--- src/rtl/pipeline_sequencer.sv ---
`default_nettype none
// ============================================================================
// Module   : pipeline_sequencer
// Purpose  : CPU pipeline-advance strobe generator (free-run/step/burst/halt)
//            plus regfile port scheduler and debug scan address counter.
// Revision : 1.0  initial release
// ============================================================================
module pipeline_sequencer #(
   parameter int DIV_W = 6,
   parameter int CNT_W = 8,
   parameter int PC_W  = 8,
   parameter int RA_W  = 4
) (
   input  logic             CLK,
   input  logic             RST_N,
   input  logic             PAUSE,
   input  logic             STEP,
   input  logic             BURST_GO,
   input  logic [CNT_W-1:0] BURST_LEN,
   input  logic [DIV_W-1:0] DIV,
   input  logic             BP_EN,
   input  logic [PC_W-1:0]  BP_ADDR,
   input  logic [PC_W-1:0]  PC,
   input  logic             RESUME,
   output logic             ADV,
   output logic             WB_WIN,
   output logic [1:0]       PORT_SEL,
   output logic [RA_W-1:0]  SCAN_RA,
   output logic             SCAN_VALID,
   output logic [1:0]       STATE,
   output logic [CNT_W-1:0] BURST_REM,
   output logic             HALTED
);

   typedef enum logic [1:0] {
      ST_PAUSED = 2'd0,
      ST_RUN    = 2'd1,
      ST_BURST  = 2'd2,
      ST_HALT   = 2'd3
   } state_t;

   state_t           state_q, state_d;
   logic [DIV_W-1:0] div_cnt_q, div_cnt_d;
   logic [DIV_W-1:0] div_max;
   logic [CNT_W-1:0] burst_rem_q, burst_rem_d;
   logic [RA_W-1:0]  scan_ra_q, scan_ra_d;
   logic             adv_q, adv_d;
   logic             wb_q;
   logic             step_pend_q, step_pend_d;
   logic             running, keep_running;
   logic             div_tc, bp_hit, step_ok;
   logic [1:0]       port_sel;

   // DIV=0 is treated as DIV=1 so strobes are always at least 2 CLKs apart
   assign div_max = (DIV == '0) ? DIV_W'(1) : DIV;
   assign running = (state_q == ST_RUN) || (state_q == ST_BURST);
   assign div_tc  = running && (div_cnt_q >= div_max);
   assign bp_hit  = running && wb_q && BP_EN && (PC == BP_ADDR);

   always_comb begin
      state_d      = state_q;
      burst_rem_d  = burst_rem_q;
      step_pend_d  = step_pend_q;
      div_cnt_d    = div_cnt_q;
      adv_d        = 1'b0;
      step_ok      = 1'b0;
      keep_running = 1'b0;

      case (state_q)
         ST_PAUSED: begin
            if (!PAUSE) begin
               state_d = ST_RUN;
            end else if (BURST_GO && (BURST_LEN != '0)) begin
               state_d     = ST_BURST;
               burst_rem_d = BURST_LEN;
            end else begin
               step_ok = STEP;
            end
         end
         ST_RUN: begin
            if (bp_hit) begin
               state_d = ST_HALT;
            end else if (PAUSE) begin
               state_d = ST_PAUSED;
            end
         end
         ST_BURST: begin
            if (div_tc) begin
               burst_rem_d = burst_rem_q - CNT_W'(1);
            end
            if (bp_hit) begin
               state_d = ST_HALT;
            end else if (!PAUSE) begin
               state_d     = ST_RUN;
               burst_rem_d = '0;
            end else if (div_tc && (burst_rem_q == CNT_W'(1))) begin
               state_d = ST_PAUSED;
            end
         end
         default: begin
            if (RESUME) begin
               state_d     = PAUSE ? ST_PAUSED : ST_RUN;
               burst_rem_d = '0;
            end else begin
               step_ok = STEP;
            end
         end
      endcase

      keep_running = running && ((state_d == ST_RUN) || (state_d == ST_BURST));

      // A terminal count already reached is honoured even if the state moves on
      if (div_tc) begin
         adv_d     = 1'b1;
         div_cnt_d = '0;
      end else if (keep_running) begin
         div_cnt_d = div_cnt_q + DIV_W'(1);
      end else begin
         div_cnt_d = '0;
      end

      // A pending step fires right after the write window; further steps are dropped
      if (step_pend_q && wb_q) begin
         adv_d       = 1'b1;
         step_pend_d = 1'b0;
      end else if (step_ok) begin
         if (adv_q) begin
            step_pend_d = 1'b1;
         end else begin
            adv_d = 1'b1;
         end
      end
   end

   always_comb begin
      port_sel = 2'b00;
      if (wb_q) begin
         port_sel = 2'b10;
      end else if (adv_q) begin
         port_sel = 2'b01;
      end
   end

   assign scan_ra_d = (port_sel == 2'b00) ? (scan_ra_q + RA_W'(1)) : scan_ra_q;

   always_ff @(posedge CLK) begin
      if (!RST_N) begin
         state_q     <= ST_PAUSED;
         div_cnt_q   <= '0;
         burst_rem_q <= '0;
         scan_ra_q   <= '0;
         adv_q       <= 1'b0;
         wb_q        <= 1'b0;
         step_pend_q <= 1'b0;
      end else begin
         state_q     <= state_d;
         div_cnt_q   <= div_cnt_d;
         burst_rem_q <= burst_rem_d;
         scan_ra_q   <= scan_ra_d;
         adv_q       <= adv_d;
         wb_q        <= adv_q;
         step_pend_q <= step_pend_d;
      end
   end

   assign ADV        = adv_q;
   assign WB_WIN     = wb_q;
   assign PORT_SEL   = port_sel;
   assign SCAN_RA    = scan_ra_q;
   assign SCAN_VALID = (port_sel == 2'b00);
   assign STATE      = state_q;
   assign BURST_REM  = burst_rem_q;
   assign HALTED     = (state_q == ST_HALT);

endmodule
`default_nettype wire

--- config.mk ---
export PLATFORM = sky130hd
export DESIGN_NAME = pipeline_sequencer
export DESIGN_NICKNAME = d
export VERILOG_FILES = /design/src/rtl/pipeline_sequencer.sv
export SDC_FILE = /design/constraint.sdc
export NUM_CORES = 1
export LEC_CHECK = 0
export ABC_AREA = 1
export ABC_CLOCK_PERIOD_IN_PS = 2930
export BUFFER_PORTS_ARGS = -buffer_cell sky130_fd_sc_hd__clkbuf_2
export CORE_ASPECT_RATIO = 1.75
export CORE_MARGIN = 1.5
export CORE_UTILIZATION = 56
export DETAILED_ROUTE_END_ITERATION = 16
export GPL_ROUTABILITY_DRIVEN = 0
export MAX_ROUTING_LAYER = met4
export PLACE_DENSITY = 0.85
export SYNTH_ARGS = -nofsm -noshare
export SYNTH_HDL_FRONTEND = slang
export SYNTH_SLANG_ARGS = --single-unit
--- constraint.sdc ---
create_clock -name CLK -period 2.93 [get_ports CLK]
set_clock_uncertainty 0.1 [all_clocks]
set_input_delay 0 -clock CLK [delete_from_list [all_inputs] [get_ports CLK]]
set_output_delay 0 -clock CLK [all_outputs]
set_load 0.01 [all_outputs]
======== Yosys cells after proc, flatten, opt, wreduce, memory -nomap -nowiden ========
Index checks and enable logic that the tools add are counted.
storage, ports and cells
  register bits ........................... 23
  bits of input ports ..................... 37
  output and inout bits ................... 20
  logic and storage cells ................. 71
operators by class
  add/sub/neg operators ................... 3
  order comparisons ....................... 1
  equality and inequality tests ........... 9
  mux-type cells .......................... 28
  bitwise logic cells ..................... 3
  reductions and logical operators ........ 20
operator list
  operator               number
  $mux W8                6
  $pmux W8 S3            1
  $mux W2                9
  $mux W1                9
  $eq A8 B1 Y1 const B   1
  $eq A8 B8 Y1           1
  $logic_and A1 B1 Y1    8
  $reduce_bool A8 Y1     1
  $sub A8 B1 Y8 const B  1
  $add A6 B1 Y6 const B  1
  $eq A2 B2 Y1 const B   3
  $ge A6 B6 Y1           1
  $logic_not A6 Y1       1
  $mux W6                1
  $pmux W2 S3            1
  $add A4 B1 Y4 const B  1
  $eq A2 B1 Y1 const B   2
  $logic_not A2 Y1       2
  $ne A2 B2 Y1 const B   2
  $reduce_and A4 Y1      1
  $reduce_or A2 Y1       2
  $not A1 Y1             3
  $reduce_bool A3 Y1     1
  $reduce_or A3 Y1       1
  3 further kinds        4

======== Depth between registers and ports, before layout ========
Gate-level depths: netlist of run 1.
  depth after elaboration ................. 14
  mapped depth ............................ 19
  mapped depth without buffers ............ 19

======== Worst setup path before layout of run 1 ========
No wires, ideal clock.
  path kind ............................... register to register
  start point ............................. register state_q[0], in the netlist STATE[0]
  end point ............................... register div_cnt_q[2]
  setup time .............................. 0.116 ns
  arrival time ............................ 1.777 ns
  data required time ...................... 2.714 ns
  slack ................................... 0.937 ns
  cell stages (with the launch flop) ...... 15
  path buffers ............................ 0
  clock period less this slack ............ 1.993 ns
  path through ............................ dfxtp_1 inv_1 ha_1 nand3_2 inv_1 nand3_1 nor2_1 nand2_1 nand2_1 a21oi_1 nand2_1 a21oi_1 nand2_1 nand3_2 nor2_1
on the way
  cells in the longest elaborated chain, start to end .. 13
  elaborated cells between the ends (all ways) .. 24
  classes of those cells .................. 4 x eq/ne; 9 x mux; 1 x bitwise; 10 x reduce/logical
ends and longest elaborated chain
  element                                       line    text
  from (decl)                                   42      state_t state_q, state_d;
  from (signal assigned)                        156     state_q <= state_d;
  $eq A2 B1 Y1 or $eq A2 B2 Y1 (tied branches)  56, 69
  $logic_or A1 B1 Y1                            56      assign running = (state_q == ST_RUN) || (state_q == ST_BURST);
  $logic_and A1 B1 Y1                           57      assign div_tc = running && (div_cnt_q >= div_max);
  $logic_and A1 B1 Y1                           96      end else if (div_tc && (burst_rem_q == CNT_W'(1))) begin
  $mux W2                                       96
  $mux W2                                       93      end else if (!PAUSE) begin
  $mux W2                                       91      if (bp_hit) begin
  $pmux W2 S3                                   69      case (state_q)
  $eq A2 B1 Y1 or $eq A2 B2 Y1 (tied branches)  110     keep_running = running && ((state_d == ST_RUN) || (state_d == ST_BURST));
  $logic_or A1 B1 Y1                            110
  $logic_and A1 B1 Y1                           110
  $not A1 Y1 (no line)                          --
  $reduce_or A3 Y1 (no line) (*)                --
  to (signal assigned)                          157     div_cnt_q <= div_cnt_d;
  to (decl)                                     43      logic [DIV_W-1:0] div_cnt_q, div_cnt_d;
Every way passes the cells marked *; elsewhere a longest branch is shown, timed or not.
A chain may end at the register's enable or synchronous reset.

======== Worst setup path in the final report of run 1 ========
  start point ............................. register state_q[1], in the netlist STATE[1]
  end point ............................... register burst_rem_q[7], in the netlist BURST_REM[7]
on the way
  cells in the longest elaborated chain, start to end .. 7
  elaborated cells between the ends (all ways) .. 17
  classes of those cells .................. 4 x eq/ne; 4 x mux; 1 x bitwise; 8 x reduce/logical
ends and longest elaborated chain
  element                                         line    text
  $eq A2 B1 Y1 or $eq A2 B2 Y1 (tied branches)    56, 69
  $logic_or A1 B1 Y1                              56
  $logic_and A1 B1 Y1, on equally long branches   57, 58
  $mux W8 or $logic_and A1 B1 Y1 (tied branches)  88, 58
  $mux W8 or $logic_and A1 B1 Y1 (tied branches)  93, 58
  $mux W8                                         91
  $pmux W8 S3                                     69
  to (signal assigned)                            158     burst_rem_q <= burst_rem_d;
  to (decl)                                       45      logic [CNT_W-1:0] burst_rem_q, burst_rem_d;
Parallel ways exist; a longest one is shown, timed or not.

==> metrics.txt, run 1 <==
worst-path cell chain inv_1, ha_1, nand3_2, nor2_1, nand2_1, nor2_2, nand3_2, nand2_2, inv_2, a21oi_1, o21ai_1, a21oi_1, dlygate4sd3_1; post-layout power 0.0008714 W; number of post-CTS setup repair buffers 0; critical path launch point type register; total DRC errors in the routed layout 0; crit path time final 2.709 ns; part of the Yosys area used for sequential elements 24.52%; Filler Cells Inserted 301; cells after synthesis 308; final worst-path cycle share 92.44%; initial core utilization 59.14%; leading cell types in the layout, fill and taps excluded sky130_fd_sc_hd__nand2_1, sky130_fd_sc_hd__inv_1, sky130_fd_sc_hd__clkbuf_2; overall via count from detail_route 2089; Slew @ Worst Pin 0.3950 ns; total negative slack 0 ns; run status complete, no violations; # H-tree levels 1; vias in the first global route 1926; antenna violations before repair 0; post-synth top area share 24.52%; total global routing track utilization 26.24%; average wire length per cell after detail routing 10.74 um; Net Switching 0.0003122 W; maximum fanout along the worst path 6; half-perimeter wire length after detailed placement 3.585 mm; clock tree from TritonCTS done; largest net degree at the start of global routing 14; class of the most critical hold timing path input pin to register; Clock Pin Slew Worst Setup and Hold Paths 0.08 ns; post-synthesis instance area 1878 sq um; final setup vio count 0; share of power burned in the clock network 22.3%; Root Buffer sky130_fd_sc_hd__clkbuf_8; max-capacitance violation count 0; post-synth top area cell sky130_fd_sc_hd__dfxtp_1; synth unique cells 31; Crit path largest cell delay 0.56 ns; setup repair after global routing missed its margin false; core footprint 3176 sq um; via/cell ratio 5.046; crit path capture type register; gr ovfl total 0; Sw Ratio 35.83%; # IOs 57; Data arrival, critical path 2.81 ns; part of the power in combinational logic 34.8%; Port-buffer cells 56; internal cell power 0.0005592 W; Hold Worst Slack 0.004461 ns; width of the die 46.78 um; max-slew headroom at the worst pin 73.64%; Synthesized Nets 359; full die area 3724 sq um; Die Span Y 79.61 um; power density over the cells 377.9 nW/um^2; number of DRC markers in iteration 0 56; std cell rows 27; number of routed nets with antenna violations 0; Max Root-Sink Buffers 2; number of register bits inferred by synthesis 23; most common cell after layout, fill and taps aside sky130_fd_sc_hd__nand2_1; number of buffer and inverter stages on the critical path 3; final hold violations 0; post-synthesis area per instance 6.098 sq um; Achievable Freq 369.2 MHz; Largest delay share family, worst path buffers and inverters; register share of total power 42.9%; length of the first detailed-routing pass in iterations 4; fraction of layout cells with a size suffix above 1 20.22%; Final Max Slew Viols 0; wire length of the first global-routing pass 7.169 mm; synthesis-to-finish area growth 22.78%; ant diodes 0; total CTS buffers 3; required time at the endpoint of the critical path 3.04 ns; number of warnings reported in the yosys synthesis log 0; TritonCTS Sinks 23; # nets final 423; worst supply voltage drop on vdd 0.3830 mV; slowest cell on the critical path sky130_fd_sc_hd__dlygate4sd3_1; final WL 4.446 mm; latest clock arrival within the worst-skew pair 0.26 ns; register cell area after layout 461.7 sq um; static power due to leakage 1.279 nW; area occupied by multi-input gates 1179 sq um; synth top area cells sky130_fd_sc_hd__dfxtp_1, sky130_fd_sc_hd__nand2_1, sky130_fd_sc_hd__inv_1; kind of critical path register to register
[state kept, by name, indices dropped and copies added, names as in the netlist]
| signal | cells |
|---|---|
| ADV | 1 |
| step_pend_q | 1 |
| div_cnt_q | 6 |
| STATE | 2 |
| WB_WIN | 1 |
| BURST_REM | 8 |
| SCAN_RA | 4 |
[Yosys cell counts (all sizes together)]
master,count
nand4,2
a211oi,1
dfxtp,23
o21ai,6
nand3,20
nand2,84
clkbuf,1
nand3b,1
buf,3
xnor2,4
a221oi,4
o211ai,1
xor2,7
inv,58
a21oi,22
and2,1
a21boi,1
ha,14
nor3,5
and3,1
o21a,1
a31o,1
nor2,47
[stage by stage]
step	instance area (sq um)	std cells	setup slack, ns	utilization, %
after floorplan	1878	308	0.9367	-
final	2306	414	0.2214	72.62
after CTS	2305	414	0.2012	72.58
after detailed placement	2198	404	0.6956	69.23
after global placement	2198	404	0.7170	69.23
after global routing	2306	414	0.07552	72.62
[worst min-delay path: cells and delay by family]
family / cells / cell delay [ns]
AOI/OAI and AO/OA: 2 / 0.18
buffers and inverters: 1 / 0.08
and+or+nand+nor: 1 / 0.07
[power groups by stage]
stage	combinational (W)	clock, W	sequential (W)
after detailed placement	0.000293	0	0.000380
after global placement	0.000287	0	0.000380
after floorplan	0.000183	0	0.000385
final	0.000304	0.000194	0.000374
after global routing	0.000345	0.000213	0.000378
after CTS	0.000303	0.000199	0.000373
[area by class of cell]
class | count | area share, %
well taps | 43 | 2.333
clock buffers | 3 | 1.791
repair buffers | 63 | 15.08
inverters | 58 | 9.441
flip-flops and latches | 23 | 20.02
multi-input cells | 223 | 51.11
clock inverters | 1 | 0.2170
[kinds of logic after synthesis]
group           Yosys count  share of synthesized area (%)
buf+inv                  62                          12.72
compound gates           37                          11.86
fa+ha+maj                14                          9.327
simple gates            161                          36.44
xor+xnor                 11                          5.130
flops                    23                          24.52
[final timing paths]
path,startpoint,endpoint,slack (ns),cells past startpoint
setup / recovery,STATE[1],BURST_REM[7],0.22,13
hold / removal,STEP,step_pend_q,0.004,4
setup reg to reg,STATE[1],BURST_REM[7],0.22,13
hold reg to reg,step_pend_q,step_pend_q,0.35,2
[metal layers]
layer / vias to the layer above / wire length [um] / GRT usage, %
met1: 908 / 1626 / 22.99
met5: - / 0 / -
li1: 1092 / - / -
met3: 18 / 195 / 3.394
met4: 0 / 172 / 14.44
met2: 71 / 2453 / 49.04
[repair_timing]
action,4_1_cts,5_1_grt
gates resized for setup,0,1
hold buffers,6,0
setup endpoints to repair,0,1
hold endpoints to repair,7,0
Power figures use the tool's default switching activity.
==> run 2, diff against run 1 <==
--- a/config.mk
+++ b/config.mk
@@ -5,12 +5,11 @@
 export SDC_FILE = /design/constraint.sdc
 export NUM_CORES = 1
 export LEC_CHECK = 0
-export ABC_AREA = 1
 export ABC_CLOCK_PERIOD_IN_PS = 2930
 export BUFFER_PORTS_ARGS = -buffer_cell sky130_fd_sc_hd__clkbuf_2
 export CORE_ASPECT_RATIO = 1.75
 export CORE_MARGIN = 1.5
-export CORE_UTILIZATION = 56
+export CORE_UTILIZATION = 55
 export DETAILED_ROUTE_END_ITERATION = 16
 export GPL_ROUTABILITY_DRIVEN = 0
 export MAX_ROUTING_LAYER = met4
==> constraint.sdc (replaced) <==
create_clock -name CLK -period 2.93 [get_ports CLK]
set_clock_uncertainty 0.1 [all_clocks]
set_input_delay 0 -clock CLK [delete_from_list [all_inputs] [get_ports CLK]]
set_output_delay 0 -clock CLK [all_outputs]
set_load 0.02 [all_outputs]
==> run 2 against run 1 <==
Combinational power rose by 22%. Sequential share of layout area is 1.2 points higher. Setup slack improved by 0.054 ns. Clock power grew 3%. Core utilization grew 0.97 points. Power grew 7.7%. Synthesized cell count decreased by 29%. Register-to-register slack gained 0.05 ns. Critical endpoint is now div_cnt_q[3]. Largest power group is now combinational cells.
==> metrics.txt, run 2 <==
run status complete, no violations; power density over the cells 430.7 nW/um^2; post-synth top area cell sky130_fd_sc_hd__dfxtp_1; largest net degree at the start of global routing 19; max-slew headroom at the worst pin 66.14%; wire length of the first global-routing pass 7.507 mm; length of the first detailed-routing pass in iterations 4; final setup vio count 0; crit path time final 2.655 ns; critical path launch point type register; Data arrival, critical path 2.74 ns; std cell rows 26; ant diodes 0; vias in the first global route 1898; most frequent cells after synthesis sky130_fd_sc_hd__dfxtp_1, sky130_fd_sc_hd__nand2_1, sky130_fd_sc_hd__inv_1, sky130_fd_sc_hd__nand3_1, sky130_fd_sc_hd__nor2_1; Sw Ratio 37.06%; Largest register FFs 8; prevailing post-synth register cell sky130_fd_sc_hd__dfxtp_1; worst supply voltage drop on vdd 0.4893 mV; gr ovfl total 0; total global routing track utilization 27.78%; number of buffer and inverter stages on the critical path 1; area occupied by multi-input gates 1202 sq um; Net Switching 0.0003477 W; initial core utilization 58.96%; kind of critical path register to register; Hold Worst Slack 0.04200 ns; overall via count from detail_route 1912; register cell area after layout 461.7 sq um; class of the most critical hold timing path input pin to register; number of post-CTS setup repair buffers 0; part of the power in combinational logic 39.5%; # H-tree levels 1; Synthesized Nets 270; Max Root-Sink Buffers 2; worst r2r dst div_cnt_q[3]; post-synthesis area per instance 7.970 sq um; Clock Pin Slew Worst Setup and Hold Paths 0.08 ns; average wire length per cell after detail routing 13.80 um; EDFF count, synth 0; setup repair after global routing missed its margin false; crit path capture type register; static power due to leakage 0.9829 nW; most frequent cell after synthesis sky130_fd_sc_hd__dfxtp_1; final hold violations 0; core footprint 2960 sq um; TritonCTS Sinks 23; leading cell types in the layout, fill and taps excluded sky130_fd_sc_hd__clkbuf_2, sky130_fd_sc_hd__dfxtp_1, sky130_fd_sc_hd__nand2_1; fraction of layout cells with a size suffix above 1 26.60%; Filler Cells Inserted 250; via/cell ratio 5.901; Largest delay share family, worst path simple AND/OR/NAND/NOR gates; # IOs 57; number of cells on the worst hold path 5; max-capacitance violation count 0; design area 2178 sq um; slack of the worst reg-to-reg path 0.28 ns; Final Max Slew Viols 0; final WL 4.472 mm; width of the die 45.59 um; number of DRC markers in iteration 0 65; final worst-path cycle share 90.61%; full die area 3534 sq um; required time at the endpoint of the critical path 3.02 ns; maximum fanout along the worst path 8; latest clock arrival within the worst-skew pair 0.27 ns; Die Span Y 77.52 um; Slew @ Worst Pin 0.5060 ns; clock tree from TritonCTS done; share of power burned in the clock network 21.3%; # nets final 334; launch instance of the worst min-delay path BURST_LEN[1]; destination of the worst hold path BURST_REM[1]; Achievable Freq 376.7 MHz; antenna violations before repair 0; slowest cell on the critical path sky130_fd_sc_hd__or4b_4; register share of total power 39.1%; final core utilization 73.58%; synth top area cells sky130_fd_sc_hd__dfxtp_1, sky130_fd_sc_hd__ha_1, sky130_fd_sc_hd__xnor2_1; post-synthesis instance area 1745 sq um; launch point of the worst reg-to-reg path STATE[0]; synth unique cells 46; total cell area at the placement stage 2082 sq um; cells after synthesis 219; length in cells of the worst reg-to-reg path 8; Port-buffer cells 56; most common cell after layout, fill and taps aside sky130_fd_sc_hd__clkbuf_2; half-perimeter wire length after detailed placement 3.566 mm; internal cell power 0.0005906 W; part of the Yosys area used for sequential elements 26.38%; number of warnings reported in the yosys synthesis log 0; number of register bits inferred by synthesis 23; Crit path largest cell delay 0.55 ns; total CTS buffers 3; post-synth top area share 26.38%; number of routed nets with antenna violations 0; proportion of register bits with asynchronous set or reset after synthesis 0%; Root Buffer sky130_fd_sc_hd__clkbuf_8; total negative slack 0 ns; worst-path cell chain inv_1, ha_1, or4_1, o2111ai_1, o41ai_1, or4b_4, a21o_4, a211oi_1; synthesis-to-finish area growth 24.80%; total DRC errors in the routed layout 0
[run 2: changes by cell type after synthesis, moves of 8 or more]
| cell | previous run | this run |
|---|---|---|
| sky130_fd_sc_hd__a21oi_1 | 21 | 13 |
| sky130_fd_sc_hd__nor2_1 | 45 | 15 |
| sky130_fd_sc_hd__inv_1 | 57 | 15 |
| sky130_fd_sc_hd__nand2_1 | 82 | 16 |
[run 2: worst max-delay path by stage]
stage / to / slack [ns] / cells past startpoint / start
CTS: div_cnt_q[3] / 0.16 / 8 / STATE[0]
detailed placement: div_cnt_q[3] / 0.18 / 8 / STATE[0]
finish: div_cnt_q[3] / 0.28 / 8 / STATE[0]
floorplan: div_cnt_q[0] / 0.22 / 7 / STATE[0]
global placement: div_cnt_q[5] / 0.29 / 8 / STATE[0]
global route: div_cnt_q[3] / 0.11 / 8 / STATE[0]
[run 2: kinds of logic after synthesis]
logic type / Yosys count / synth area share, %
AOI/OAI and AO/OA: 54 / 21.36
xor gates and xnor gates: 16 / 8.028
adders and majority gates: 14 / 10.04
buffers and inverters: 21 / 4.731
DFF: 23 / 26.38
muxes: 3 / 1.864
and+or+nand+nor: 88 / 27.60
[run 2: area by class of cell]
class | count | share of cell area, %
Clock buffer | 4 | 2.068
Inverter | 15 | 2.585
Multi-Input combinational cell | 175 | 55.20
Sequential cell | 23 | 21.19
Tap cell | 42 | 2.412
Timing Repair Buffer | 65 | 16.54
[run 2: per-layer routing]
| layer | track usage [%] | part of all wire, % | vias to the layer above |
|---|---|---|---|
| met5 | - | 0 | - |
| met4 | 14.71 | 3.2 | 0 |
| met3 | 2.093 | 4.3 | 17 |
| met2 | 50.00 | 55 | 74 |
| met1 | 27.35 | 37 | 875 |
| li1 | - | - | 946 |
[run 2: worst register-to-register path: cells and delay by family, from the launching register on]
family	cells	cell delay, ns
DFF	1	0.39
and+or+nand+nor	2	1.08
adders and majority gates	1	0.27
buffers and inverters	1	0.09
AOI/OAI and AO/OA	4	0.65
[run 2: power groups by stage]
stage	Sequential, W	Clock, W	Combinational (W)
2_1_floorplan	0.000392	0	0.000222
4_1_cts	0.000366	0.000198	0.000370
5_1_grt	0.000372	0.000209	0.000409
3_5_place_dp	0.000373	0	0.000363
6_report	0.000367	0.000200	0.000371
3_3_place_gp	0.000372	0	0.000354
[run 2: through the flow]
step,std cells,power (W),worst slack [ns]
5_1_grt,324,0.0009907,0.1126
4_1_cts,324,0.0009341,0.1627
2_1_floorplan,219,0.0006136,0.2246
3_3_place_gp,315,0.0007256,0.2917
6_report,324,0.0009382,0.2751
3_5_place_dp,315,0.0007358,0.1772
[run 2: repair_timing]
item	4_1_cts	5_1_grt
gates resized for setup	0	1
hold endpoints to repair	5	0
endpoints found under the setup margin	0	1
hold buffers	5	0
